File: src/rtl/ex_muldiv_unit.sv
// Iterative unsigned multiply/divide unit for the Execute stage.
// Produces one result bit per cycle and stalls the front end while it works.
module ex_muldiv_unit #(
  parameter int WIDTH = 32
) (
  input  logic             clk,
  input  logic             rst,
  input  logic             flush,
  input  logic             start,
  input  logic [1:0]       op,
  input  logic [WIDTH-1:0] a,
  input  logic [WIDTH-1:0] b,
  output logic             busy,
  output logic             stall,
  output logic             done,
  output logic [WIDTH-1:0] result,
  output logic             div_by_zero
);

  localparam int CW = $clog2(WIDTH);
  localparam logic [CW-1:0] LAST_CNT = CW'(WIDTH - 1);

  localparam logic [1:0] OP_MUL   = 2'b00;
  localparam logic [1:0] OP_MULHU = 2'b01;
  localparam logic [1:0] OP_DIVU  = 2'b10;

  typedef enum logic [1:0] {
    S_IDLE = 2'd0,
    S_RUN  = 2'd1,
    S_DONE = 2'd2
  } state_e;

  state_e             state_q, state_d;
  logic [CW-1:0]      cnt_q, cnt_d;
  logic [1:0]         op_q, op_d;
  logic [WIDTH-1:0]   a_q, a_d;
  logic [WIDTH-1:0]   b_q, b_d;
  logic [2*WIDTH-1:0] acc_q, acc_d;
  logic [WIDTH-1:0]   rem_q, rem_d;
  logic [WIDTH-1:0]   quo_q, quo_d;
  logic [WIDTH-1:0]   result_q, result_d;
  logic               dbz_q, dbz_d;

  logic               accept;
  logic [WIDTH:0]     mul_sum;
  logic [2*WIDTH-1:0] acc_step;
  logic [WIDTH:0]     rem_shift;
  logic [WIDTH:0]     rem_diff;
  logic [WIDTH-1:0]   rem_step;
  logic [WIDTH-1:0]   quo_step;

  assign accept = start & ~flush & (state_q != S_RUN);

  // The multiplier sits in the low half of acc and is consumed from bit 0 as the
  // partial product shifts right; the divide step borrows from the top bit of the
  // trial subtraction, so a clear borrow means the divisor fit.
  always_comb begin
    mul_sum   = {1'b0, acc_q[2*WIDTH-1:WIDTH]} + {1'b0, (acc_q[0] ? a_q : {WIDTH{1'b0}})};
    acc_step  = {mul_sum, acc_q[WIDTH-1:1]};
    rem_shift = {rem_q, quo_q[WIDTH-1]};
    rem_diff  = rem_shift - {1'b0, b_q};
    rem_step  = rem_diff[WIDTH] ? rem_shift[WIDTH-1:0] : rem_diff[WIDTH-1:0];
    quo_step  = {quo_q[WIDTH-2:0], ~rem_diff[WIDTH]};
  end

  always_comb begin
    state_d  = state_q;
    cnt_d    = cnt_q;
    op_d     = op_q;
    a_d      = a_q;
    b_d      = b_q;
    acc_d    = acc_q;
    rem_d    = rem_q;
    quo_d    = quo_q;
    result_d = result_q;
    dbz_d    = dbz_q;

    case (state_q)
      S_RUN: begin
        cnt_d = cnt_q + 1'b1;
        if (op_q[1]) begin
          rem_d = rem_step;
          quo_d = quo_step;
        end else begin
          acc_d = acc_step;
        end
        if (cnt_q == LAST_CNT) begin
          state_d = S_DONE;
          case (op_q)
            OP_MUL:   result_d = acc_step[WIDTH-1:0];
            OP_MULHU: result_d = acc_step[2*WIDTH-1:WIDTH];
            OP_DIVU:  result_d = quo_step;
            default:  result_d = rem_step;
          endcase
        end
      end
      S_DONE:  state_d = S_IDLE;
      default: state_d = S_IDLE;
    endcase

    // Division by zero skips iteration entirely and completes next cycle.
    if (accept) begin
      op_d  = op;
      a_d   = a;
      b_d   = b;
      cnt_d = '0;
      dbz_d = 1'b0;
      if (op[1] && (b == '0)) begin
        quo_d    = '1;
        rem_d    = a;
        result_d = (op == OP_DIVU) ? {WIDTH{1'b1}} : a;
        dbz_d    = 1'b1;
        state_d  = S_DONE;
      end else if (op[1]) begin
        rem_d   = '0;
        quo_d   = a;
        state_d = S_RUN;
      end else begin
        acc_d   = {{WIDTH{1'b0}}, b};
        state_d = S_RUN;
      end
    end

    if (flush) begin
      state_d  = S_IDLE;
      result_d = result_q;
      dbz_d    = dbz_q;
    end
  end

  always_ff @(posedge clk) begin
    if (rst) begin
      state_q  <= S_IDLE;
      cnt_q    <= '0;
      op_q     <= '0;
      a_q      <= '0;
      b_q      <= '0;
      acc_q    <= '0;
      rem_q    <= '0;
      quo_q    <= '0;
      result_q <= '0;
      dbz_q    <= 1'b0;
    end else begin
      state_q  <= state_d;
      cnt_q    <= cnt_d;
      op_q     <= op_d;
      a_q      <= a_d;
      b_q      <= b_d;
      acc_q    <= acc_d;
      rem_q    <= rem_d;
      quo_q    <= quo_d;
      result_q <= result_d;
      dbz_q    <= dbz_d;
    end
  end

  // Stall drops on the done cycle unless a new operation is taken, letting the pipe advance.
  assign busy        = (state_q == S_RUN) | ((state_q == S_DONE) & start);
  assign stall       = (start & ~flush & (state_q != S_RUN)) | (state_q == S_RUN);
  assign done        = (state_q == S_DONE) & ~flush & ~rst;
  assign result      = result_q;
  assign div_by_zero = dbz_q;

endmodule

File: config.mk
export PLATFORM = sky130hd
export DESIGN_NAME = ex_muldiv_unit
export DESIGN_NICKNAME = d
export VERILOG_FILES = /design/src/rtl/ex_muldiv_unit.sv
export SDC_FILE = /design/constraint.sdc
export NUM_CORES = 1
export LEC_CHECK = 0
export CAP_MARGIN = 20
export CORE_ASPECT_RATIO = 1.75
export CORE_MARGIN = 10
export CORE_UTILIZATION = 60
export DETAILED_ROUTE_END_ITERATION = 16
export PLACE_DENSITY = 0.88
export SYNTH_ARGS = -nofsm -noshare
export SYNTH_HDL_FRONTEND = slang
export SYNTH_SLANG_ARGS = --single-unit
export TNS_END_PERCENT = 1
File: constraint.sdc
create_clock -name clk -period 4.7 [get_ports clk]
set_clock_uncertainty 0.15 [all_clocks]
set_input_delay 0.47 -clock clk [delete_from_list [all_inputs] [get_ports clk]]
set_output_delay 0.47 -clock clk [all_outputs]
set_load 0.01 [all_outputs]
# ---- Word-level counts from Yosys, hierarchy flattened
# Cells that the tools add are included.
dict set report totals {
  regBits 234
  output_inout_bits 36
  word_cells 65
}
dict set report op_classes {
  n_addsub 3
  n_eq_ne 8
  n_mux 28
  bitwise 10
  n_reduce_logical 6
}
# op n
set ops {}
lappend ops {{2-to-1 mux 32 bit} 17}
lappend ops {{2-to-1 mux 64 bit} 5}
lappend ops {{one-hot mux 32 bit (3 select lines)} 1}
lappend ops {{adder 32 x 32 -> 33 bit} 1}
lappend ops {{subtractor 33 x 32 -> 33 bit} 1}
lappend ops {{logical NOT 32 bit} 1}
lappend ops {{2-to-1 mux 2 bit} 4}
lappend ops {{equality test 2 bit (second input constant)} 3}
lappend ops {{adder 5 x 1 -> 5 bit (second input constant)} 1}
lappend ops {{AND 1 bit} 5}
lappend ops {{equality test 5 bit (second input constant)} 1}
lappend ops {{equality test 2 x 1 -> 1 bit (second input constant)} 2}
lappend ops {{OR reduction 2 bit} 2}
lappend ops {{!= test 3 bit (second input constant)} 1}
lappend ops {{NOT 1 bit} 3}
lappend ops {{logical NOT 2 bit} 1}
lappend ops {{!= test 2 x 1 -> 1 bit (second input constant)} 1}
lappend ops {{OR 1 bit} 2}
lappend ops {{AND reduction 2 bit} 1}
lappend ops {{logical AND 1 bit} 1}
lappend ops {{2-to-1 mux 1 bit} 1}

# ---- Depth between registers and ports, before layout
dict set report depth {
  depth_word 7
  mapped_depth 16
  depth_no_buf 14
}

# ---- Worst setup path before layout
# OpenSTA, ideal clock, no wires.
dict set report synth_timing {
  path_type {reg2reg}
  startpoint {reg acc_q[0]}
  endpoint {reg result_q[23] (netlist: result[23])}
  setup_time_ns 0.120
  t_arrival_ns 3.231
  required_ns 4.430
  path_slack_ns 1.199
  path_stages_with_launch 15
  path_buffers 1
  synth_period_minus_slack_ns 3.501
  cell_sequence {dfxtp_1 clkbuf_1 and2_1 ha_1 fa_1 a21o_1 nand4_1 a21oi_1 o21a_1 o311a_1 or2_4 a31oi_4 xnor2_1 mux2_2 a211o_1}
}
dict set report synth_via {
  elab_chain_cells 7
}
# item line
set synth_lines {}
lappend synth_lines {{start, declared} 38} ;# logic [2*WIDTH-1:0] acc_q, acc_d;
lappend synth_lines {{start signal, assigned} 138} ;# acc_q <= '0;
lappend synth_lines {{start signal, assigned} 149} ;# acc_q <= acc_d;
lappend synth_lines {{2-to-1 mux 32 bit *} 58} ;# mul_sum = {1'b0, acc_q[2*WIDTH-1:WIDTH]} + {1'b0, (acc_q[0] ? a_q : {WIDTH{1'b0}})};
lappend synth_lines {{adder 32 x 32 -> 33 bit *} 58}
lappend synth_lines {{one-hot mux 32 bit (3 select lines) *} 89} ;# case (op_q)
lappend synth_lines {{2-to-1 mux 32 bit *} 87} ;# if (cnt_q == LAST_CNT) begin
lappend synth_lines {{2-to-1 mux 32 bit *} 78} ;# case (state_q)
lappend synth_lines {{2-to-1 mux 32 bit} 108} ;# if (op[1] && (b == '0)) begin
lappend synth_lines {{2-to-1 mux 32 bit *} 102} ;# if (accept) begin
lappend synth_lines {{end signal, assigned} 152} ;# result_q <= result_d;
lappend synth_lines {{end, declared} 41} ;# logic [WIDTH-1:0] result_q, result_d;
# Every way passes the cells marked *; elsewhere a longest branch is shown, timed or not.
# A chain may end at the register's enable or synchronous reset.

# ---- Final worst setup path
dict set report layout_timing {
  startpoint {reg acc_q[0]}
  endpoint {reg result_q[22] (netlist: result[22])}
}
# The elaborated chain is that of the path after synthesis.

==> out/qor.txt <==
STATUS
------------------------------------------------------------------------------
Run status                                                        complete, no violations

FLOORPLAN
------------------------------------------------------------------------------
Initial Utilization                                                     0.6075
Total number of placement rows                                              75
Die outline area                                                     31210 um2
Core Region                                                          24020 um2
Vertical die dimension                                                226.3 um
Die Span X                                                            137.9 um
I/O pin count                                                              106

CLOCK NETWORK
------------------------------------------------------------------------------
Clock tree from TritonCTS                                                 done
Clock insertion delay at the later pin of the skew report              0.55 ns
Clk pin slew, worst setup/hold paths                                   0.07 ns
Buffer depth of the longest clock path                                       3
Quantity of hold-fixing buffers added after cts                              0
H-tree level count                                                           1
Root buffer cell                                                     clkbuf_16
CTS buffer count                                                            24
Total clock sinks                                                          234
Resized Gates After CTS                                                      0
Post CTS Setup Buffer Count                                                  0

CELLS AND AREA
------------------------------------------------------------------------------
Antenna diode count                                                          0
Post-layout instance area                                            16620 um2
Area growth from synthesis to layout                                    13.91%
Final core utilization                                                  0.6920
Final #Nets                                                               2149
Filler instances                                                          2041
Share of layout cells above drive strength 1                           0.06062

ROUTE
------------------------------------------------------------------------------
Final wirelength                                                      49550 um
Vias per inst                                                            6.490
Post-route ant nets                                                          0
Wirelength per Cell                                                   21.20 um
Count of vias placed by the detailed router                              15170
DRC viols                                                                    0
Iteration count of the initial detailed-routing pass                         6
Drt initial violations                                                    1365

STA
------------------------------------------------------------------------------
Setup repair after global routing missed its margin                      false
Shortest period the worst path allows                                 4.301 ns
Final setup violation count                                                  0
Highest clock rate                                                  0.2325 GHz
Period Utilization, post-route                                          0.9151
Final Max Slew Viols                                                         0
Final Hold Vio Count                                                         0
Smallest hold slack                                                  0.2107 ns
Setup TNS Final                                                           0 ns
Slew @ Worst Pin                                                      1.033 ns
Slew margin rel.                                                        0.3103
Post-route setup slack                                               0.3991 ns

YOSYS
------------------------------------------------------------------------------
Syn Std Cell Area                                                    14590 um2
Post-synthesis instance total                                             1980
Portion of the post-synthesis area used by sequential elements          0.3210
Synth area leaders                                                dfxtp_1 (32%), nand2_1 (12%), a21oi_1 (7.5%)
Post-synthesis async set-or-reset flop share                                 0
Number of different library cells in the post-synthesis netlist             73
Post-Synthesis Mean Instance Area                                    7.371 um2
Synth top area share                                                    0.3210
Register bit total from synthesis                                          234
Number of enable-type register cells in the synthesized netlist              0
Syn nets                                                                  2118
Number of warnings printed during yosys synthesis                            0
Synth area leader                                                      dfxtp_1
Commonest register cell after synthesis                                dfxtp_1

RUN
------------------------------------------------------------------------------
Number of maximum-capacitance constraint violations                          0

HOLD PATH
------------------------------------------------------------------------------
Worst Min Path Start                                                       rst
Class of the most critical hold timing path                          in -> reg

SETUP PATH
------------------------------------------------------------------------------
Worst Path Arrival                                                     4.55 ns
Biggest fanout along the worst timing path                                  33
Worst reg2reg startpoint                                              acc_q[0]
Crit path required time                                                4.95 ns
Worst setup startpoint                                                acc_q[0]
CP Class                                                            reg -> reg
Setup crit start kind                                                flip-flop
Critical Path Sink Type                                              flip-flop

POWER
------------------------------------------------------------------------------
Static Leak                                                           6.715 nW
Pwr Density                                                       294.7 nW/um2
Sequential fraction of design power                                      0.429
Switching fraction of total power                                       0.2843
Power dissipated by switching net loads                               1.393 mW
Cell internal pwr                                                     3.506 mW
Clock network fraction of design power                                   0.414
Proportion of power drawn by combinational gates                         0.158
IR drop worst, VDD                                                 0.0003159 V

PLACED DESIGN
------------------------------------------------------------------------------
Sum of net half-perimeters after detailed placement                   36180 um
Placed cell areas                                                    15800 um2
RePlAce Congestion                                                       1.022
Worst setup slack before clock tree synthesis                        0.5729 ns
IO Port Bufs                                                               105

GLOBAL ROUTE
------------------------------------------------------------------------------
Vias in the first global route                                           14570
Global-route wire length before repair                                77000 um
Total gr overflow                                                            0
Maximum number of pins on one net before global-route repair                78
Gr usage total                                                          0.3075
Initial antenna violation count                                              0

[layer usage]
metal	GRT usage	routed length (um)
met1	0.3685	18220
met2	0.4997	23040
met4	0.1996	3548
met3	0.04167	4734
met5	0	0
[cells in the mapped netlist, drive strengths merged (5+ instances only)]
master  count
mux2       22
mux2i      25
a31oi      40
dfxtp     234
o21ai     110
xnor2      29
nor2b      19
o211ai     17
o21a       16
or2         5
a21o       44
nor3       26
a21oi     220
o31ai       8
nor3b       5
nand4      12
nand2     461
and3        9
a21boi      7
nand3      18
o22ai      13
buf        19
ha         66
nand2b     14
and2       43
a311oi     34
xor2       22
a41oi       5
o221ai      6
nor2      132
a221o       8
inv        49
a211oi     23
o31a       36
nor4       11
clkbuf    114
or3         5
a211o      10
[layout make-up]
| type | count | area, um2 | area share |
|---|---|---|---|
| inverter | 49 | 183.9 | 0.01106 |
| clock inverter | 11 | 117.6 | 0.007075 |
| multi-input combinational | 1564 | 9249 | 0.5563 |
| sequential | 234 | 4687 | 0.2819 |
| timing repair buffer | 138 | 1296 | 0.07797 |
| tap | 308 | 385.4 | 0.02318 |
| clock buffer | 33 | 705.7 | 0.04245 |
[cells in the final DEF, fill, tap and decap left out, drive strengths merged, types with 9 or more instances in the layout]
master           n
a31oi           40
o21ai          110
buf             34
a311oi          34
xor2            22
o22ai           13
xnor2           29
and3             9
nand3           18
o211ai          17
mux2            22
a21oi          220
mux2i           25
a211oi          23
ha              66
nand2          461
nand2b          14
nor2           132
clkdlybuf4s50  104
nand4           12
nor3            26
clkbuf          33
dfxtp          234
inv             50
and2            43
o31a            36
nor2b           19
a211o           10
o21a            16
a21o            44
nor4            11
[cell families after synthesis]
logic type / share of synthesized area
xor gates and xnor gates: 0.03061
buffers and inverters: 0.04775
adders and majority gates: 0.05933
DFF: 0.3210
AOI/OAI and AO/OA: 0.2794
and+or+nand+nor: 0.2260
muxes: 0.03592
[flip-flops by register name, indices dropped and copies added, names as in the netlist]
| register | count |
|---|---|
| rem_q | 32 |
| acc_q | 64 |
| a_q | 32 |
| b_q | 32 |
| div_by_zero | 1 |
| cnt_q | 5 |
| quo_q | 32 |
| op_q | 2 |
| result | 32 |
| state_q | 2 |
[critical path, cell delays in order (launching register included)]
cell and delay, ns:
dfxtp_1 1.00, and2_1 0.28, ha_1 0.26, a211o_1 0.29, a21oi_1 0.25, o311ai_2 0.18
a31oi_1 0.49, nand3_1 0.19, a41oi_1 0.27, xnor2_1 0.15, mux2_2 0.31, o221ai_1 0.22
o22ai_1 0.12
[power by group through the flow]
| stage | combinational (mW) | clock (mW) | sequential, mW |
|---|---|---|---|
| 2_1_floorplan | 0.504 | 0 | 2.12 |
| 3_3_place_gp | 0.733 | 0 | 2.14 |
| 3_5_place_dp | 0.745 | 0 | 2.14 |
| 4_1_cts | 0.750 | 2.03 | 2.10 |
| 5_1_grt | 0.825 | 2.10 | 2.11 |
| 6_report | 0.773 | 2.03 | 2.10 |
[worst paths after layout]
check,end,slack (ns),cells after the start
worst max-delay path,result[22],0.40,12
worst min-delay path,a_q[22],0.21,2
worst max register to register,result[22],0.40,12
worst min register to register,b_q[21],0.30,2
[per-stage QoR]
stage	power [mW]	instances
finish	4.899	2337
global route	5.025	2337
CTS	4.874	2337
detailed placement	2.887	2293
global placement	2.872	2293
floorplan	2.621	1980
No activity file was read; power rests on OpenSTA's default activity.
